===== src/rtl/csa_sub_serial.sv =====
// csa_sub_serial: multi-cycle carry-skip subtractor, one BLOCK-bit slice per clock
module csa_sub_serial #(
    parameter int WIDTH = 32,
    parameter int BLOCK = 8
) (
    input  logic             clk,
    input  logic             rst_n,
    input  logic             in_valid,
    output logic             in_ready,
    input  logic [WIDTH-1:0] a,
    input  logic [WIDTH-1:0] b,
    input  logic             bin,
    output logic             out_valid,
    input  logic             out_ready,
    output logic [WIDTH-1:0] diff,
    output logic             bout,
    output logic             ovf,
    output logic             zero
);
    localparam int NBLK = WIDTH / BLOCK;
    localparam int CW = $clog2(NBLK + 1);
    typedef enum logic [1:0] {IDLE, BUSY, DONE} state_t;
    state_t state, state_nx;
    logic [WIDTH-1:0] a_r, b_r, diff_nx;
    logic [BLOCK-1:0] a_k, nb_k, p, sum;
    logic [CW-1:0] cnt;
    logic c, rc, c_nx, last;
    // current slice: ripple sum, with the carry skipping the slice when every bit propagates
    always_comb begin
        a_k = a_r[cnt*BLOCK +: BLOCK];
        nb_k = ~b_r[cnt*BLOCK +: BLOCK];
        p = a_k ^ nb_k;
        {rc, sum} = {1'b0, a_k} + {1'b0, nb_k} + {{BLOCK{1'b0}}, c};
        c_nx = &p ? c : rc;
        diff_nx = diff;
        diff_nx[cnt*BLOCK +: BLOCK] = sum;
        last = cnt == CW'(NBLK - 1);
    end
    // state register
    always_ff @(posedge clk) begin
        if (!rst_n) state <= IDLE;
        else state <= state_nx;
    end
    // next state and handshake outputs
    always_comb begin
        state_nx = state;
        if (state == IDLE && in_valid) state_nx = BUSY;
        if (state == BUSY && last) state_nx = DONE;
        if (state == DONE && out_ready) state_nx = IDLE;
        in_ready = state == IDLE;
        out_valid = state == DONE;
    end
    // operand capture, per-slice accumulation and flag generation on the last slice
    always_ff @(posedge clk) begin
        if (!rst_n) begin
            a_r <= '0;
            b_r <= '0;
            c <= 1'b0;
            cnt <= '0;
            diff <= '0;
            bout <= 1'b0;
            ovf <= 1'b0;
            zero <= 1'b0;
        end else if (state == IDLE && in_valid) begin
            a_r <= a;
            b_r <= b;
            c <= ~bin;
            cnt <= '0;
        end else if (state == BUSY) begin
            diff <= diff_nx;
            c <= c_nx;
            cnt <= last ? cnt : cnt + 1'b1;
            if (last) begin
                bout <= ~c_nx;
                ovf <= (a_r[WIDTH-1] != b_r[WIDTH-1]) && (diff_nx[WIDTH-1] != a_r[WIDTH-1]);
                zero <= ~|diff_nx;
            end
        end
    end
endmodule


===== config.mk =====
export PLATFORM = sky130hd
export DESIGN_NAME = csa_sub_serial
export DESIGN_NICKNAME = d
export VERILOG_FILES = /design/src/rtl/csa_sub_serial.sv
export SDC_FILE = /design/constraint.sdc
export NUM_CORES = 1
export LEC_CHECK = 0
export CORE_MARGIN = 2
export CORE_UTILIZATION = 45
export DETAILED_ROUTE_END_ITERATION = 10
export PLACE_DENSITY = 0.72
export SYNTH_ARGS = -nofsm -noshare
export SYNTH_HDL_FRONTEND = slang
export SYNTH_SLANG_ARGS = --single-unit

===== constraint.sdc =====
create_clock -name clk -period 7.7 [get_ports clk]
set_clock_uncertainty 0.05 [all_clocks]
set_input_delay 0.77 -clock clk [delete_from_list [all_inputs] [get_ports clk]]
set_output_delay 0.77 -clock clk [all_outputs]
set_load 0.05 [all_outputs]

### Word level (Yosys, flattened, before mapping)

Cells that the tools add are included.

| cells by class | value |
|---|---|
| $add $sub $neg | 4 |
| equality and inequality tests | 5 |
| shifts and indexed selects | 4 |
| muxes and demuxes | 6 |
| bitwise logic cells | 7 |
| reduce and logical (&&, ||, !) cells | 16 |

Operators with widths:

| cell | count |
|---|---|
| indexed part select 32 x 7 -> 8 bit | 2 |
| negator 6 -> 34 bit | 1 |
| variable shift 8 x 34 -> 32 bit, first input constant | 1 |
| indexed part select 8 x 34 -> 32 bit | 1 |
| bitwise mux 32 bit | 1 |
| OR reduction 32 bit | 1 |
| adder 8 x 8 -> 9 bit | 1 |
| adder 9 x 1 -> 9 bit | 1 |
| NOT 8 bit | 1 |
| AND reduction 8 bit | 1 |
| bitwise XOR 8 bit | 1 |
| NOT 1 bit | 5 |
| logical AND 1 bit | 4 |
| two-way mux 2 bit | 2 |
| AND reduction 2 bit | 2 |
| nonzero test 2 bit | 2 |
| OR reduction 2 bit | 2 |
| adder 3 x 1 -> 3 bit, second input constant | 1 |
| equality test 3 x 2 -> 1 bit, second input constant | 1 |
| two-way mux 1 bit | 3 |
| AND reduction 3 bit | 1 |
| OR reduction 3 bit | 1 |
| equality test 2 x 1 -> 1 bit, second input constant | 1 |
| equality test 2 bit, second input constant | 1 |
| other kinds (3) | 4 |

| word-level totals | value |
|---|---|
| register bits after elaboration | 105 |
| bits of input ports | 69 |
| output and inout port bits | 37 |

### Depth between registers and ports, before layout

| depth | value |
|---|---|
| word-level depth | 8 |
| depth in mapped cells | 15 |
| mapped depth without buffers | 13 |

### Least setup slack after synthesis

No wires, ideal clock.

| timing | value |
|---|---|
| kind | register to register |
| start | reg cnt[0] |
| end | reg zero |
| setup time | 0.069 ns |
| data arrival time | 3.333 ns |
| required time | 7.581 ns |
| setup slack | 4.248 ns |
| cell stages (with the launch flop) | 15 |
| path buffers | 3 |
| path through | dfxtp_1 > buf_6 > buf_2 > clkbuf_1 > a211oi_1 > a21oi_1 > nand2_1 > fa_1 > fa_1 > nor2b_1 > o21a_1 > nor2_1 > xnor2_1 > or4_1 > o21ai_1 |

| between the ends | value |
|---|---|
| cells in the longest elaborated chain, start to end | 8 |

Ends and longest elaborated chain:

| what | RTL line | RTL |
|---|---|---|
| start: declaration | 26 | `logic [CW-1:0] cnt;` |
| start signal: assignment | 72 | `cnt <= last ? cnt : cnt + 1'b1;` |
| indexed part select 32 x 7 -> 8 bit | 31 | `nb_k = ~b_r[cnt*BLOCK +: BLOCK];` |
| NOT 8 bit | 31 |  |
| adder 8 x 8 -> 9 bit | 33 | `{rc, sum} = {1'b0, a_k} + {1'b0, nb_k} + {{BLOCK{1'b0}}, c};` |
| adder 9 x 1 -> 9 bit | 33 |  |
| indexed part select 8 x 34 -> 32 bit | 36 | `diff_nx[cnt*BLOCK +: BLOCK] = sum;` |
| bitwise mux 32 bit | 36 |  |
| OR reduction 32 bit | 76 | `zero <= ~\|diff_nx;` |
| logical NOT 1 bit | 76 |  |
| end signal: assignment | 76 |  |
| end: declaration | 18 | `output logic zero` |

Parallel ways exist; a longest one is shown, timed or not.
A chain may end at the register's enable or synchronous reset.

### Final worst setup path

Ends and elaborated chain as after synthesis.

==> impl_results.md <==
- Worst-Margin Slew: 0.832 ns
- CP cell instances: buf_4, a21oi_1, nand2_1, inv_1, fa_1, fa_1, xor2_1, nand4_1, o21ai_0, o2111ai_1, or4_1, o21ai_1
- Syn Area/Cell: 8.58 um^2
- Post-CTS sizing: 0
- CP max-delay cell: dfxtp_1
- Number of CTS-inserted buffers: 9
- CP arrival: 3.84 ns
- Flops & latches, synth: 105
- Sequential fraction of the synthesis area: 40.8%
- ANT nets after route: 0
- Fin nets: 770
- Commonest cells after routing, fill and taps aside: nand2_1 (167), dfxtp_1 (105), clkdlybuf4s50_1 (104), a21boi_0 (72), nor2b_1 (28)
- Crit-path leading delay family: adder cells
- Critical Path Most Common Cell: fa_1
- Share of layout cells above drive strength 1: 5.81%
- Slew margin rel.: 44.5%
- N_diodes: 0
- Initial Utilization: 45.7%
- Setup violations, final: 0
- Post-DR wirelength/cell: 15.2 um
- Leakage power: 2.36 nW
- # DRC: 0
- Met1 usage: 25.9%
- DR iter-0 viols: 261
- Min Tclk post-route: 3.61 ns
- CP peak stage delay: 0.56 ns
- Worst Setup End Kind: flop
- DP Cell Count: 816
- Commonest non-fill, non-tap cell in the layout: nand2_1
- Clk Tree Root Cell: clkbuf_16
- Tcrit/Tclk final: 46.9%
- M2 GR Usage: 35.9%
- DRT Pass-1 Iters: 4
- Hold Vio Cnt, Final: 0
- Hold crit path type: flop to flop
- Critical path type: flop to flop
- Hpwl dp: 9.33 mm
- Vias in the first global route: 4,483
- Max VDD drop: 0.000136 V
- Power Density: 200 mW/mm^2
- Die Area: 0.0123 mm^2
- GRT Util Overall: 20.8%
- Num rows: 39
- Num ports: 106
- Netlist cell types: 57
- Largest net degree at the start of global routing: 105
- Remaining Overflow, GRT: 0
- Worst skew pair latency: 0.34 ns
- Post-CTS Setup Inserts: 0
- EDFF count, synth: 0
- Hold buffers post-CTS: 0
- Clock Sinks: 105
- Share of flip-flops with an asynchronous set or reset: 0%
- Fmax achieved: 277 MHz
- Launching point of the worst reg2reg path: cnt[0]
- CTS clock-pin slew for the worst setup and hold paths: 0.07 ns
- Initial antenna violation count: 0
- CP Max Fanout: 24
- First-pass GRT wire length: 21.2 mm
- Max Cap Viol: 0
- Placer Congestion: 0.892
- CP required: 7.93 ns
- Buf+Inv Stages, Crit Path: 2
- RSZ-0062 raised after global routing: no
- Met3 GRT Util: 3.34%
- Max-slew violations: 0
- Post-Layout Cell Count: 832
- CTS tree: built
- DR vias: 4,455
- Hold Startpoint: b_r[10]
- Synthesized instance count: 600
- Ys Warns: 0
- CP startpoint kind: flop
- DIE HEIGHT: 111 um
- Routed WL: 12.7 mm
- IO Port Bufs: 105
- Max clock buf depth: 2
- Synthesized area: 0.00515 mm^2
- Setup TNS: 0 ns
- Busiest grt layer: met2
- Area Growth Syn to Fin: 26.8%
- Die width: 111 um
- Prevailing post-synth register cell: dfxtp_1
- Via-to-Cell Ratio: 5.35
- Outcome: finished clean
- Max H-tree Level: 3
- Mapped Nets: 686
- Core box area: 0.0113 mm^2
- CP Launch Point: cnt[0]
[Yosys cell counts, drive strengths merged (2+ instances only)]
master / count / share of area [%]
a211oi: 7 / 1.0
a21boi: 72 / 11
a21o: 2 / 0.29
a21oi: 14 / 1.4
a221oi: 2 / 0.46
a22oi: 18 / 2.6
a32oi: 3 / 0.51
and2: 9 / 1.1
buf: 9 / 0.97
clkbuf: 28 / 2.0
dfxtp: 105 / 41
fa: 2 / 0.78
ha: 15 / 3.6
inv: 13 / 0.95
mux2i: 5 / 0.97
mux4: 12 / 5.3
nand2: 168 / 12
nand3: 5 / 0.49
nand3b: 3 / 0.44
nand4: 4 / 0.49
nand4b: 2 / 0.34
nor2: 19 / 1.4
nor2b: 28 / 3.4
nor3: 8 / 0.78
nor3b: 2 / 0.29
nor4: 6 / 0.73
nor4b: 2 / 0.63
o211a: 3 / 0.58
o21ai: 10 / 0.97
or2: 2 / 0.24
xnor2: 4 / 0.68
[worst reg2reg max path: cells and delay by family, from the launching register on]
kind | cells | cell delay [ns]
fa+ha+maj | 2 | 0.86
simple gates | 3 | 0.68
compound gates | 4 | 0.57
flops | 1 | 0.56
buf+inv | 2 | 0.47
xor+xnor | 1 | 0.36
[per-layer routing]
metal	routed length, um	up-vias
met1	5670	2073
met5	0	-
li1	-	2241
met2	6060	123
met4	271	0
met3	663	18
[kinds of logic after synthesis]
kind of cell	after synthesis	share of synthesized area (%)
AO/OA/AOI/OAI	143	20.3
AND/OR/NAND/NOR	263	23.4
buffers and inverters	50	3.96
XOR/XNOR	5	0.851
flip-flops	105	40.8
multiplexers	17	6.22
adder cells (fa/ha/maj)	17	4.43
[sequential cells by signal, summed over array words and instances, names as in the netlist]
| signal | count |
|---|---|
| c | 1 |
| b_r | 32 |
| state | 2 |
| cnt | 3 |
| zero | 1 |
| bout | 1 |
| ovf | 1 |
| diff | 32 |
| a_r | 32 |
[through the flow]
step	power [mW]	worst slack, ns	cell area, um^2	hold slack, ns	utilization (%)
4_1_cts	1.31	4.08	6520	0.417	57.9
3_5_place_dp	0.901	4.11	6260	0.408	55.5
2_1_floorplan	0.795	4.25	5150	0.389	-
6_report	1.31	4.09	6520	0.415	57.9
5_1_grt	1.37	3.80	6520	0.437	57.9
3_3_place_gp	0.895	4.17	6260	0.402	55.5
[report_power, final]
group / internal, mW / switching [mW] / total (mW)
clock: 0.218 / 0.199 / 0.417
sequential: 0.570 / 0.0180 / 0.588
combinational: 0.125 / 0.176 / 0.302
total: 0.914 / 0.393 / 1.31
[final cells by class]
cell class | count | area (um^2)
Sequential cell | 105 | 2100
Clock buffer | 11 | 233
Timing Repair Buffer | 110 | 1080
Inverter | 13 | 48.8
Fill cell | 1040 | 4750
Multi-Input combinational cell | 445 | 2850
Clock inverter | 5 | 32.5
Tap cell | 143 | 179
[worst paths after layout]
| kind | cells after the start | slack [ns] | end |
|---|---|---|---|
| worst max-delay path | 12 | 4.09 | zero |
| worst min-delay path | 2 | 0.41 | b_r[10] |
| worst max register to register | 12 | 4.09 | zero |
| worst min register to register | 2 | 0.41 | b_r[10] |
Power figures use the tool's default switching activity.
